`src/rtl/nand_arb_pkg.sv`:
```
// Shared types and constants for the two-port nand_master arbiter.
// State encodings stay plain logic constants so external checkers can bind to them.
package nand_arb_pkg;

  typedef logic [2:0] arb_state_t;

  localparam arb_state_t ST_IDLE      = 3'd0;
  localparam arb_state_t ST_ISSUE     = 3'd1;
  localparam arb_state_t ST_SETTLE    = 3'd2;
  localparam arb_state_t ST_WAIT_BUSY = 3'd3;
  localparam arb_state_t ST_DONE      = 3'd4;

  localparam logic [7:0] CMD_READ_ID   = 8'h03;
  localparam logic [7:0] CMD_DISABLE   = 8'h08;
  localparam logic [7:0] CMD_ENABLE    = 8'h09;
  localparam logic [7:0] CMD_READ_BYTE = 8'h0E;

  typedef struct packed {
    logic [7:0] cmd;
    logic [7:0] data;
    logic       lock;
  } arb_req_t;

endpackage

```
`src/rtl/nand_arb_rr2.sv`:
```
// Two-way round-robin pick. While a lock is held, only the owner's request is visible.
module nand_arb_rr2
  import nand_arb_pkg::*;
(
  input  logic [1:0] i_valid,
  input  logic       i_last,
  input  logic       i_lock_valid,
  input  logic       i_owner,
  output logic       o_grant,
  output logic       o_grant_valid
);

  logic [1:0] w_cand;

  always_comb begin
    w_cand = i_valid;
    if (i_lock_valid) begin
      w_cand = i_owner ? (i_valid & 2'b10) : (i_valid & 2'b01);
    end
    o_grant_valid = |w_cand;
    // On a tie the port that did not win last time goes first.
    if (w_cand == 2'b11) begin
      o_grant = ~i_last;
    end else begin
      o_grant = w_cand[1];
    end
  end

endmodule

```
`src/rtl/nand_master_arbiter.sv`:
```
// Arbiter and single-command sequencer in front of nand_master: grant, pulse activate,
// wait out busy, return data_out to the owner. An optional lock keeps ownership across commands.
module nand_master_arbiter
  import nand_arb_pkg::*;
#(
  parameter int ISSUE_WAIT   = 2,
  parameter int BUSY_TIMEOUT = 4096,
  parameter int LOCK_TIMEOUT = 64
) (
  input  logic       clk,
  input  logic       nreset,
  input  logic       req0_valid,
  input  logic [7:0] req0_cmd,
  input  logic [7:0] req0_data,
  input  logic       req0_lock,
  output logic       req0_ready,
  output logic       req0_done,
  output logic       req0_err,
  output logic [7:0] req0_rdata,
  input  logic       req1_valid,
  input  logic [7:0] req1_cmd,
  input  logic [7:0] req1_data,
  input  logic       req1_lock,
  output logic       req1_ready,
  output logic       req1_done,
  output logic       req1_err,
  output logic [7:0] req1_rdata,
  output logic       nm_activate,
  output logic [7:0] nm_cmd_in,
  output logic [7:0] nm_data_in,
  input  logic       nm_busy,
  input  logic [7:0] nm_data_out,
  output logic [2:0] dbg_state
);

  localparam int SW = $clog2(ISSUE_WAIT + 2);
  localparam int BW = $clog2(BUSY_TIMEOUT + 1);
  localparam int LW = $clog2(LOCK_TIMEOUT + 1);

  arb_state_t    r_state;
  logic [SW-1:0] r_settle_cnt;
  logic [BW-1:0] r_busy_cnt;
  logic [LW-1:0] r_lock_cnt;
  logic          r_grant, r_last, r_lock_valid, r_owner, r_req_lock, r_fail;
  logic [7:0]    r_cmd, r_data, r_rdata0, r_rdata1;
  logic          r_activate;
  logic [1:0]    r_ready, r_done, r_err;

  logic          w_grant, w_grant_valid;
  arb_req_t      w_req;

  nand_arb_rr2 u_rr2 (
    .i_valid      ({req1_valid, req0_valid}),
    .i_last       (r_last),
    .i_lock_valid (r_lock_valid),
    .i_owner      (r_owner),
    .o_grant      (w_grant),
    .o_grant_valid(w_grant_valid)
  );

  always_comb begin
    w_req = '{cmd: req0_cmd, data: req0_data, lock: req0_lock};
    if (w_grant) w_req = '{cmd: req1_cmd, data: req1_data, lock: req1_lock};
  end

  // Handshake: a requester holds valid/cmd/data/lock until it sees its one-cycle ready;
  // the request is captured on that grant, so inputs may change from the ready cycle on.
  always_ff @(posedge clk) begin
    if (!nreset) begin
      r_state      <= ST_IDLE;
      r_settle_cnt <= '0;
      r_busy_cnt   <= '0;
      r_lock_cnt   <= '0;
      r_grant      <= 1'b0;
      r_last       <= 1'b1;
      r_lock_valid <= 1'b0;
      r_owner      <= 1'b0;
      r_req_lock   <= 1'b0;
      r_fail       <= 1'b0;
      r_cmd        <= '0;
      r_data       <= '0;
      r_rdata0     <= '0;
      r_rdata1     <= '0;
      r_activate   <= 1'b0;
      r_ready      <= '0;
      r_done       <= '0;
      r_err        <= '0;
    end else begin
      r_activate <= 1'b0;
      r_ready    <= '0;
      r_done     <= '0;
      r_err      <= '0;
      case (r_state)
        ST_IDLE: begin
          if (w_grant_valid) begin
            r_state          <= ST_ISSUE;
            r_activate       <= 1'b1;
            r_ready[w_grant] <= 1'b1;
            r_grant          <= w_grant;
            r_last           <= w_grant;
            r_cmd            <= w_req.cmd;
            r_data           <= w_req.data;
            r_req_lock       <= w_req.lock;
            r_lock_cnt       <= '0;
          end else if (r_lock_valid) begin
            if (r_lock_cnt == LW'(LOCK_TIMEOUT - 1)) begin
              r_lock_valid <= 1'b0;
              r_lock_cnt   <= '0;
            end else begin
              r_lock_cnt <= r_lock_cnt + 1'b1;
            end
          end
        end
        ST_ISSUE: begin
          r_settle_cnt <= '0;
          r_busy_cnt   <= '0;
          r_state      <= (ISSUE_WAIT == 0) ? ST_WAIT_BUSY : ST_SETTLE;
        end
        ST_SETTLE: begin
          if (r_settle_cnt == SW'(ISSUE_WAIT - 1)) r_state <= ST_WAIT_BUSY;
          else r_settle_cnt <= r_settle_cnt + 1'b1;
        end
        ST_WAIT_BUSY: begin
          if (!nm_busy) begin
            r_state         <= ST_DONE;
            r_done[r_grant] <= 1'b1;
            r_fail          <= 1'b0;
            if (r_grant) r_rdata1 <= nm_data_out;
            else         r_rdata0 <= nm_data_out;
          end else if (r_busy_cnt == BW'(BUSY_TIMEOUT - 1)) begin
            r_state         <= ST_DONE;
            r_done[r_grant] <= 1'b1;
            r_err[r_grant]  <= 1'b1;
            r_fail          <= 1'b1;
            if (r_grant) r_rdata1 <= '0;
            else         r_rdata0 <= '0;
          end else begin
            r_busy_cnt <= r_busy_cnt + 1'b1;
          end
        end
        ST_DONE: begin
          r_state      <= ST_IDLE;
          r_lock_cnt   <= '0;
          r_lock_valid <= r_req_lock && !r_fail;
          r_owner      <= r_grant;
        end
        default: r_state <= ST_IDLE;
      endcase
    end
  end

  assign req0_ready  = r_ready[0];
  assign req1_ready  = r_ready[1];
  assign req0_done   = r_done[0];
  assign req1_done   = r_done[1];
  assign req0_err    = r_err[0];
  assign req1_err    = r_err[1];
  assign req0_rdata  = r_rdata0;
  assign req1_rdata  = r_rdata1;
  assign nm_activate = r_activate;
  assign nm_cmd_in   = r_cmd;
  assign nm_data_in  = r_data;
  assign dbg_state   = r_state;

endmodule
```
`config.mk`:
```
export PLATFORM = sky130hd
export DESIGN_NAME = nand_master_arbiter
export DESIGN_NICKNAME = d
export VERILOG_FILES = /design/src/rtl/nand_arb_pkg.sv /design/src/rtl/nand_arb_rr2.sv /design/src/rtl/nand_master_arbiter.sv
export SDC_FILE = /design/constraint.sdc
export NUM_CORES = 1
export LEC_CHECK = 0
export ABC_CLOCK_PERIOD_IN_PS = 2000
export BUFFER_PORTS_ARGS = -buffer_cell sky130_fd_sc_hd__buf_2
export CAP_MARGIN = 0
export CORE_ASPECT_RATIO = 1.4
export CORE_MARGIN = 4
export CORE_UTILIZATION = 25
export CTS_CLUSTER_SIZE = 28
export DETAILED_ROUTE_END_ITERATION = 8
export SLEW_MARGIN = 15
export SYNTH_ARGS = -nofsm -noshare
export SYNTH_HDL_FRONTEND = slang
export SYNTH_SLANG_ARGS = --single-unit
export TNS_END_PERCENT = 30
```
`constraint.sdc`:
```
create_clock -name clk -period 2 [get_ports clk]
set_clock_uncertainty 0.15 [all_clocks]
set_input_delay 0 -clock clk [delete_from_list [all_inputs] [get_ports clk]]
set_output_delay 0 -clock clk [all_outputs]
set_load 0.01 [all_outputs]
```
==> Yosys cells after proc, flatten, opt, wreduce, memory -nomap -nowiden <==
Cells that the tools add are included.
{ "op_classes": {"n_addsub": 3, "magnitude_cmp": 4, "bitwise": 1, "n_reduce_logical": 23, "eq_ne": 20, "mux": 39} }
{ "op_table": {"columns": ["operator", "n"], "rows": [
  ["8-bit two-way mux", 8],
  ["13-bit two-way mux", 2],
  ["13-bit one-hot mux with 2 select lines", 1],
  ["7-bit two-way mux", 3],
  ["17-bit two-way mux", 1],
  ["2-bit inequality test (second input constant)", 8],
  ["7-bit one-hot mux with 2 select lines", 1],
  ["2-bit AND reduction", 7],
  ["13-bit by 1-bit adder with 13-bit output (second input constant)", 1],
  ["13-bit by 12-bit == test with 1-bit output (second input constant)", 1],
  ["3-bit two-way mux", 4],
  ["3-bit one-hot mux with 4 select lines", 1],
  ["3-bit AND reduction", 4],
  ["2-bit two-way mux", 5],
  ["1-bit two-way mux", 9],
  ["4-bit AND reduction", 2],
  ["2-bit nonzero test", 4],
  ["7-bit by 1-bit adder with 7-bit output (second input constant)", 1],
  ["7-bit by 6-bit == test with 1-bit output (second input constant)", 1],
  ["3-bit by 2-bit == test with 1-bit output (second input constant)", 2],
  ["1-bit by 2-bit less-than comparator with 1-bit output (second input constant)", 2],
  ["2-bit by 1-bit inequality test with 1-bit output (second input constant)", 2],
  ["2-bit one-hot mux with 2 select lines", 1],
  ["3-bit by 1-bit == test with 1-bit output (second input constant)", 1],
  ["14 further kinds", 18]
]} }
{ "totals": {"regBits": 70, "wordCells": 108, "out_inout_bits": 42} }

==> Depth between registers and ports, before layout <==
Gate-level depths: netlist of the first run.
{ "logic_depth": {"word_depth": 8, "mapped_depth": 6, "depth_no_buf": 6} }

==> Modules after synthesis <==
From an unflattened synthesis of the first run, not the netlist that was laid out.
{ "unflattened": {"cells_unflattened": 374, "hier_area_um2": 3417.0} }
{ "modules_own_cells": {"columns": ["mod", "cells_each", "area_per_inst_um2", "n_inst", "seq_area_each_um2"], "rows": [
  ["nand_master_arbiter", 368, 3382.0, 1, 1401.3],
  ["nand_arb_rr2", 6, 35.0, 1, 0.0]
]} }

==> Worst setup path after synthesis of the first run <==
No wires, ideal clock.
{ "synth_path": {"path_type": "reg2reg", "start": "register r_state[0] (netlist: dbg_state[0])", "end": "register r_lock_cnt[4]", "setup_time_ns": 0.122, "setup_slack_ns": 0.239, "stages_incl_launch_ff": 7, "arrival_time_ns": 1.489, "synth_period_minus_slack_ns": 1.761, "path_cell_list": "dfxtp_1 -> buf_6 -> or2_4 -> buf_2 -> nor2_1 -> nor2_1 -> a311o_1"} }
{ "synth_via": {"elab_chain_cells": 3, "elab_cells_between_ends": 6} }
{ "synth_lines": {"columns": ["item", "line_no", "rtl"], "rows": [
  ["start, declared", "nand_master_arbiter.sv:40", "arb_state_t r_state;"],
  ["start signal, assigned", "nand_master_arbiter.sv:117", "r_state <= (ISSUE_WAIT == 0) ? ST_WAIT_BUSY : ST_SETTLE;"],
  ["3-bit logical NOT or 3-bit == test (tied branches)", "nand_master_arbiter.sv:93", "case (r_state)"],
  ["3-bit by 2-bit inequality test with 1-bit output (no source line) or 2-bit nonzero test (tied branches)", null, null],
  ["2-bit AND reduction (no source line)", null, null],
  ["end signal, assigned", "nand_master_arbiter.sv:110", "r_lock_cnt <= r_lock_cnt + 1'b1;"],
  ["end, declared", "nand_master_arbiter.sv:43", "logic [LW-1:0] r_lock_cnt;"]
]} }
Parallel ways exist; a longest one is shown, timed or not.
A chain may end at the register's enable or synchronous reset.

==> Worst setup path in the final report of the first run <==
{ "layout_path": {"start": "register r_busy_cnt[0]", "end": "register r_rdata1[6] (netlist: req1_rdata[6])"} }
{ "layout_via": {"elab_chain_cells": 3, "elab_cells_between_ends": 4} }
{ "layout_lines": {"columns": ["item", "line_no", "rtl"], "rows": [
  ["start, declared", "nand_master_arbiter.sv:42", "logic [BW-1:0] r_busy_cnt;"],
  ["start signal, assigned", "nand_master_arbiter.sv:138", "r_busy_cnt <= r_busy_cnt + 1'b1;"],
  ["13-bit by 12-bit == test with 1-bit output (*)", "nand_master_arbiter.sv:130", "end else if (r_busy_cnt == BW'(BUSY_TIMEOUT - 1)) begin"],
  ["2-bit inequality test (no source line) or 2-bit by 1-bit inequality test with 1-bit output (tied branches)", null, null],
  ["4-bit AND reduction (no source line) (*)", null, null],
  ["end signal, assigned", "nand_master_arbiter.sv:128", "if (r_grant) r_rdata1 <= nm_data_out;"],
  ["end, declared", "nand_master_arbiter.sv:45", "logic [7:0] r_cmd, r_data, r_rdata0, r_rdata1;"]
]} }
Every way passes the cells marked *; elsewhere a longest branch is shown, timed or not.

==> metrics.txt, run 1 <==
status complete, no violations; DR iter-0 viols ~130; post-synthesis sequential area ratio 0.429; final design utilization 0.364; Critical-path top delay cell dfxtp_1; Num Clock Sinks 70; Via density 5.04; final non-filler cell total 656; Root Driver clkbuf_16; Main synth FF type dfxtp_1; worst skew pair latency 330 ps; Setup crit start kind flop; Setup Slack @ Placement around 100 ps; Final Hold Fails 0; Pleak just under 0.002 µW; nets@finish between 500 and 600; GRT Residual Overflow 0; num rows a little under 50; core area 12800 µm²; IO Port Bufs between 80 and 90; post-CTS setup buffers 0; Synth Area per Inst around 9 µm²; ANT cells 0; die area 15000 µm²; Yosys warning count 0; largest area contributor in the netlist dfxtp_1; drt pass-1 iters 5; vias in the first global route 3360; Critical Path RT 2050 ps; Largest stage delay, worst path 390 ps; Final WS setup roughly 160 ps; Synth top cells by count dfxtp_1, a21oi_1, nor2_1; post-DP HPWL between 6000 and 7000 µm; first-pass GRT wire length between 15000 and 20000 µm; final worst path period share 0.918; Setup CP Type flop to flop; starting density of the core 0.255; Setup crit end kind flop; post-synthesis cell count between 300 and 400; synthesized cell area roughly 3300 µm²; max-slew violations 0; vias 3306; Clk pin slew, worst setup/hold paths 60 ps; number of synthesized flops with an enable pin 0; pin slew with the least headroom to its limit roughly 530 ps; initial antenna violation count 1; GPL Wtd Cong around 0.85; total CTS buffers 9; Setup Viol. Count Final 0; crit path max fanout 20; Die Ht between 100 and 150 µm; share of cells above drive strength 1 0.272; Layout area overhead 42.6%; H-tree lvl count 3; Yosys reg bits 70; fmax 545 MHz; largest net degree at the start of global routing 40; top cell type's share of synthesized area 0.429; worst min path class primary input to flop; TNS Setup 0 ps; Post-synth ARST share 0; CTS tree yes; I/O pin cnt 89; GRT Resource Usage Total 0.130; Power Density 808 nW/µm²; relative slew slack 0.647; CP Data Arrival Time 1880 ps; CP Cell Sequence ha_1, and3_2, nand4_1, a21oi_2, buf_6, a311oi_1; antenna violation net count after detailed routing 0; Yosys cell types 57; Synth area leaders dfxtp_1, mux2i_1, a21oi_1; placed insts 597; drt drc 0; CTS Buffer Depth 2; maximum VDD drop 400 µV; Mapped Nets between 400 and 500; Final Critical Period around 1800 ps; Max Cap Violations 0; Die X between 100 and 150 µm; top-count cell post-synth dfxtp_1; DR WL/cell 14.7 µm; RSZ-0062 raised after global routing no; post-route cell area between 4000 and 5000 µm²; area post-placement 3930 µm²; DRT Wirelength approximately 9600 µm
-- area by class of cell --
class                      instances  area [µm²]
timing repair buffer             150        1040
fill                            1269        8150
inverter                           7        26.3
clock inverter                     6        62.6
clock buffer                      10         229
tap                              153         191
multi-input combinational        260        1710
sequential                        70        1400
-- registers in the layout (all words and copies together), names as in the netlist, 2 cells and up --
name          cells
r_lock_cnt        7
r_ready           2
r_settle_cnt      2
r_busy_cnt       13
dbg_state         3
req0_rdata        8
nm_data_in        8
r_err             2
nm_cmd_in         8
r_done            2
req1_rdata        8
-- where the power goes --
group          internal, µW  switching (µW)  total (µW)
registers              1480            49.9        1530
clock network           963             599        1560
logic                   311             365         676
-- path summary, 6_finish.rpt --
kind / startpoint / to / slack, ps / cells past startpoint
setup / recovery: r_busy_cnt[0]$_SDFFE_PN0P_ / req1_rdata[6]$_SDFFE_PN0P_ / 160 / 6
hold / removal: req1_valid / r_ready[1]$_SDFF_PN0_ / 40 / 4
setup reg to reg: r_busy_cnt[0]$_SDFFE_PN0P_ / req1_rdata[6]$_SDFFE_PN0P_ / 160 / 6
hold reg to reg: r_busy_cnt[10]$_SDFFE_PN0P_ / r_busy_cnt[10]$_SDFFE_PN0P_ / 330 / 1
-- routing by layer --
metal	track usage	wire length [µm]
met1	0.146	3940
met2	0.224	4950
met5	0	9
met3	0.0308	403
met4	0.0809	332
-- through the flow --
step                      total power, µW  hold WS, ps
after floorplan                      1940         13.5
after global placement               2150          152
after detailed placement             2170          161
after CTS                            3800         31.4
after global routing                 3950         43.0
final                                3770         43.7
-- logic make-up (layout without fill, tap and decap cells) --
logic type               Yosys count  after routing  synth area share
multiplexers                      21             21            0.0655
AO/OA/AOI/OAI                    111            111             0.235
buffers and inverters             35            173            0.0517
XOR/XNOR                           3              3           0.00804
AND/OR/NAND/NOR                  122            122             0.199
flip-flops                        70             70             0.429
adder cells (fa/ha/maj)            3              3            0.0115
-- critical path: cells and delay by family, from the launching register on --
kind	cells	cell delay [ps]
buffers and inverters	1	190
AND/OR/NAND/NOR	2	440
AO/OA/AOI/OAI	2	320
adder cells (fa/ha/maj)	1	210
flip-flops	1	390
-- timing repair --
action,CTS,global route
hold buffers,43,0
endpoints found under the hold margin,34,0
endpoints found under the setup margin,0,20
gates resized for setup,0,3
-- cell usage in the layout (no fill, tap or decap), drive strengths merged, types with 2 or more instances in the layout --
cell	instances
o21ai	11
nor4	3
nand2b	3
dfxtp	70
clkinv	5
a41oi	2
nor3b	3
o41ai	2
o221ai	2
or3	4
nand2	27
nand3	8
nor3	11
clkbuf	10
nand3b	3
xor2	3
nand4b	2
and2	6
o31ai	3
ha	3
and3	7
dlygate4sd3	43
and4	2
a211oi	25
buf	107
mux2i	21
nor2	34
inv	7
a21oi	39
nand4	5
a31oi	4
a311oi	13
Note: power is estimated with default switching activity, not from simulation.
==> run 2: changes to the inputs <==
--- a/config.mk
+++ b/config.mk
@@ -6,14 +6,13 @@
 export NUM_CORES = 1
 export LEC_CHECK = 0
 export ABC_CLOCK_PERIOD_IN_PS = 2000
-export BUFFER_PORTS_ARGS = -buffer_cell sky130_fd_sc_hd__buf_2
 export CAP_MARGIN = 0
 export CORE_ASPECT_RATIO = 1.4
 export CORE_MARGIN = 4
 export CORE_UTILIZATION = 25
 export CTS_CLUSTER_SIZE = 28
 export DETAILED_ROUTE_END_ITERATION = 8
-export SLEW_MARGIN = 15
+export DONT_BUFFER_PORTS = 1
 export SYNTH_ARGS = -nofsm -noshare
 export SYNTH_HDL_FRONTEND = slang
 export SYNTH_SLANG_ARGS = --single-unit
==> run 2 against run 1 <==
Via count fell by 8.0%. Routed wire length down 0.61%. Cell count down 12%. Setup slack worse by 48 ps. Clock-buffer cell count down 1. Combinational power shrank 20%. Die area stayed put. Register-to-register slack got worse by 50 ps. Clock power is 10% higher. Total power increased by 1.9%. Largest power group unchanged.
==> metrics.txt, run 2 (synthesized netlist as in run 1, its figures left out) <==
hold slack 14.2 ps (-29.5 ps); fmax 531 MHz (-2.5%); Sw Pwr 1020 µW (+0.95%); status complete, no violations; Clock Power Share 0.449 (+0.034); worst min path class primary input to flop; GPL Wtd Cong 0.851 (+0.25%); Setup Viol. Count Final 0 (unchanged); area post-placement 3470 µm² (-12%); DRT Wirelength 9580 µm (-0.61%); Power Density 883 nW/µm² (+9.3%); Layout area overhead 32.9%; drt pass-1 iters 4 (-1); post-CTS setup buffers 0 (unchanged); Setup crit end kind flop; Final Hold Fails 0 (unchanged); Clk pin slew, worst setup/hold paths 60 ps (about the same); GRT Residual Overflow 0 (unchanged); CP Cell Sequence ha_1, and3_2, nand4_1, a21oi_1, buf_6, a311oi_1; final worst path period share 0.942 (+0.0240); Max Cap Violations 0 (unchanged); die area 15000 µm² (unchanged); antenna violation net count after detailed routing 0 (unchanged); number of fill cells 1277 (+0.63%); CTS tree yes; drt drc 0 (unchanged); Root Driver clkbuf_16; share of cells above drive strength 1 0.108 (-0.164); r2r endpoint req1_rdata[5]$_SDFFE_PN0P_; Setup CP Type flop to flop; CP Data Arrival Time 1920 ps (+40 ps); Pint 2810 µW (+2.3%); Comb pwr share 0.140 (-0.039); Num Clock Sinks 70 (unchanged); cell family with most CP delay simple AND/OR/NAND/NOR gates; crit path max fanout 20 (unchanged); Final Critical Period 1880 ps (+48.0 ps); max-slew violations 0 (unchanged); H-tree lvl count 3 (unchanged); I/O pin cnt 89 (unchanged); vias in the first global route 3072 (-8.6%); DR iter-0 viols 111 (-17%); first-pass GRT wire length 15200 µm (-4.1%); post-route cell area 4340 µm² (-6.8%); relative slew slack 0.513 (-0.134); Net Sw Frac 0.267 (-0.00254); post-DP HPWL 6010 µm (-5.7%); core area 12800 µm² (unchanged); Hold Path Depth 4 (unchanged); initial antenna violation count 0 (-1); Die Ht 143 µm (unchanged); Hold Startpoint req1_valid; largest reg by FF count r_busy_cnt; Setup crit start kind flop; sequential fraction of design power 0.410 (+0.004); DR WL/cell 16.6 µm (+13%); Reg-to-Reg Start r_busy_cnt[0]$_SDFFE_PN0P_; total CTS buffers 9 (unchanged); worst skew pair latency 340 ps (about the same); Largest register FFs 13 (unchanged); nets@finish 469 (-14%); Via density 5.27 (+4.5%); starting density of the core 0.255 (unchanged); ANT cells 0 (unchanged); pin slew with the least headroom to its limit 727 ps (+199 ps); GRT Resource Usage Total 0.129 (-0.00150); IO Port Bufs 0 (-100%); commonest non-fill, non-tap cell in the layout dfxtp_1; most frequent cells in the layout dfxtp_1, dlygate4sd3_1, a21oi_1; buffers and inverters on the worst path 1 (unchanged); Reg2Reg Setup Slack 120 ps (-50 ps); largest net degree at the start of global routing 40 (unchanged); end of the worst hold path r_lock_cnt[0]$_SDFFE_PN0P_; vias 3040 (-8.0%); maximum VDD drop 428 µV (+7.1%); Critical Path RT 2040 ps (about the same); Die X 105 µm (unchanged); RSZ-0062 raised after global routing no; num rows 49 (unchanged); Critical-path top delay cell dfxtp_1; FF-to-FF path depth 6 (unchanged); TNS Setup 0 ps (unchanged); Pleak 0.00156 µW (-19%); CTS Buffer Depth 2 (unchanged); Largest stage delay, worst path 390 ps (about the same)
-- run 2: per-layer routing --
metal / GRT usage / vias up / wire length [µm]
li1: - / 1472 / -
met1: 0.136 / 1438 / 3800
met2: 0.224 / 101 / 4870
met3: 0.0393 / 29 / 556
met4: 0.0829 / 0 / 353
met5: 0 / - / 0
-- run 2: tightest hold or removal path: cells and delay by family --
family	cells	cell delay [ps]
simple gates	1	30
mux	1	80
compound gates	2	340
-- run 2: final cells by class --
class,instances,area (µm²),area share
multi-input combinational,260,1700,0.392
sequential,70,1400,0.323
timing repair buffer,71,699,0.161
clock buffer,9,225,0.0518
tap,153,191,0.0441
clock inverter,7,97.6,0.0225
inverter,7,26.3,0.00605
-- run 2: worst max-delay path by stage --
stage	start	endpoint	slack (ps)	cells after the start
6_report	r_busy_cnt[0]$_SDFFE_PN0P_	req1_rdata[5]$_SDFFE_PN0P_	120	6
5_1_grt	r_busy_cnt[0]$_SDFFE_PN0P_	req0_rdata[3]$_SDFFE_PN0P_	6	6
4_1_cts	r_busy_cnt[0]$_SDFFE_PN0P_	req1_rdata[5]$_SDFFE_PN0P_	70	6
3_5_place_dp	r_busy_cnt[0]$_SDFFE_PN0P_	req1_rdata[5]$_SDFFE_PN0P_	70	6
3_3_place_gp	r_busy_cnt[0]$_SDFFE_PN0P_	req1_rdata[5]$_SDFFE_PN0P_	150	6
2_1_floorplan	dbg_state[0]$_SDFFE_PN0P_	r_lock_cnt[4]$_SDFFE_PN0P_	240	6
-- run 2: repair_timing --
action	CTS	global route
resized for setup	0	2
endpoints found under the setup margin	0	20
hold buffers	55	0
hold endpoints to repair	66	0
-- run 2: through the flow --
stage          setup WS (ps)  total power, µW  std cells  utilization
2_1_floorplan            239             1940        365            -
3_3_place_gp             149             2020        506        0.270
3_5_place_dp            68.4             2040        506        0.270
4_1_cts                 65.5             3880        577        0.339
5_1_grt                 6.43             4020        577        0.339
6_report                 117             3840        577        0.339
-- run 2: power groups by stage --
stage | registers [µW] | logic (µW) | clock network, µW
floorplan | 1580 | 354 | 0
global placement | 1600 | 420 | 0
detailed placement | 1600 | 436 | 0
CTS | 1580 | 535 | 1770
global route | 1590 | 598 | 1830
finish | 1570 | 538 | 1720
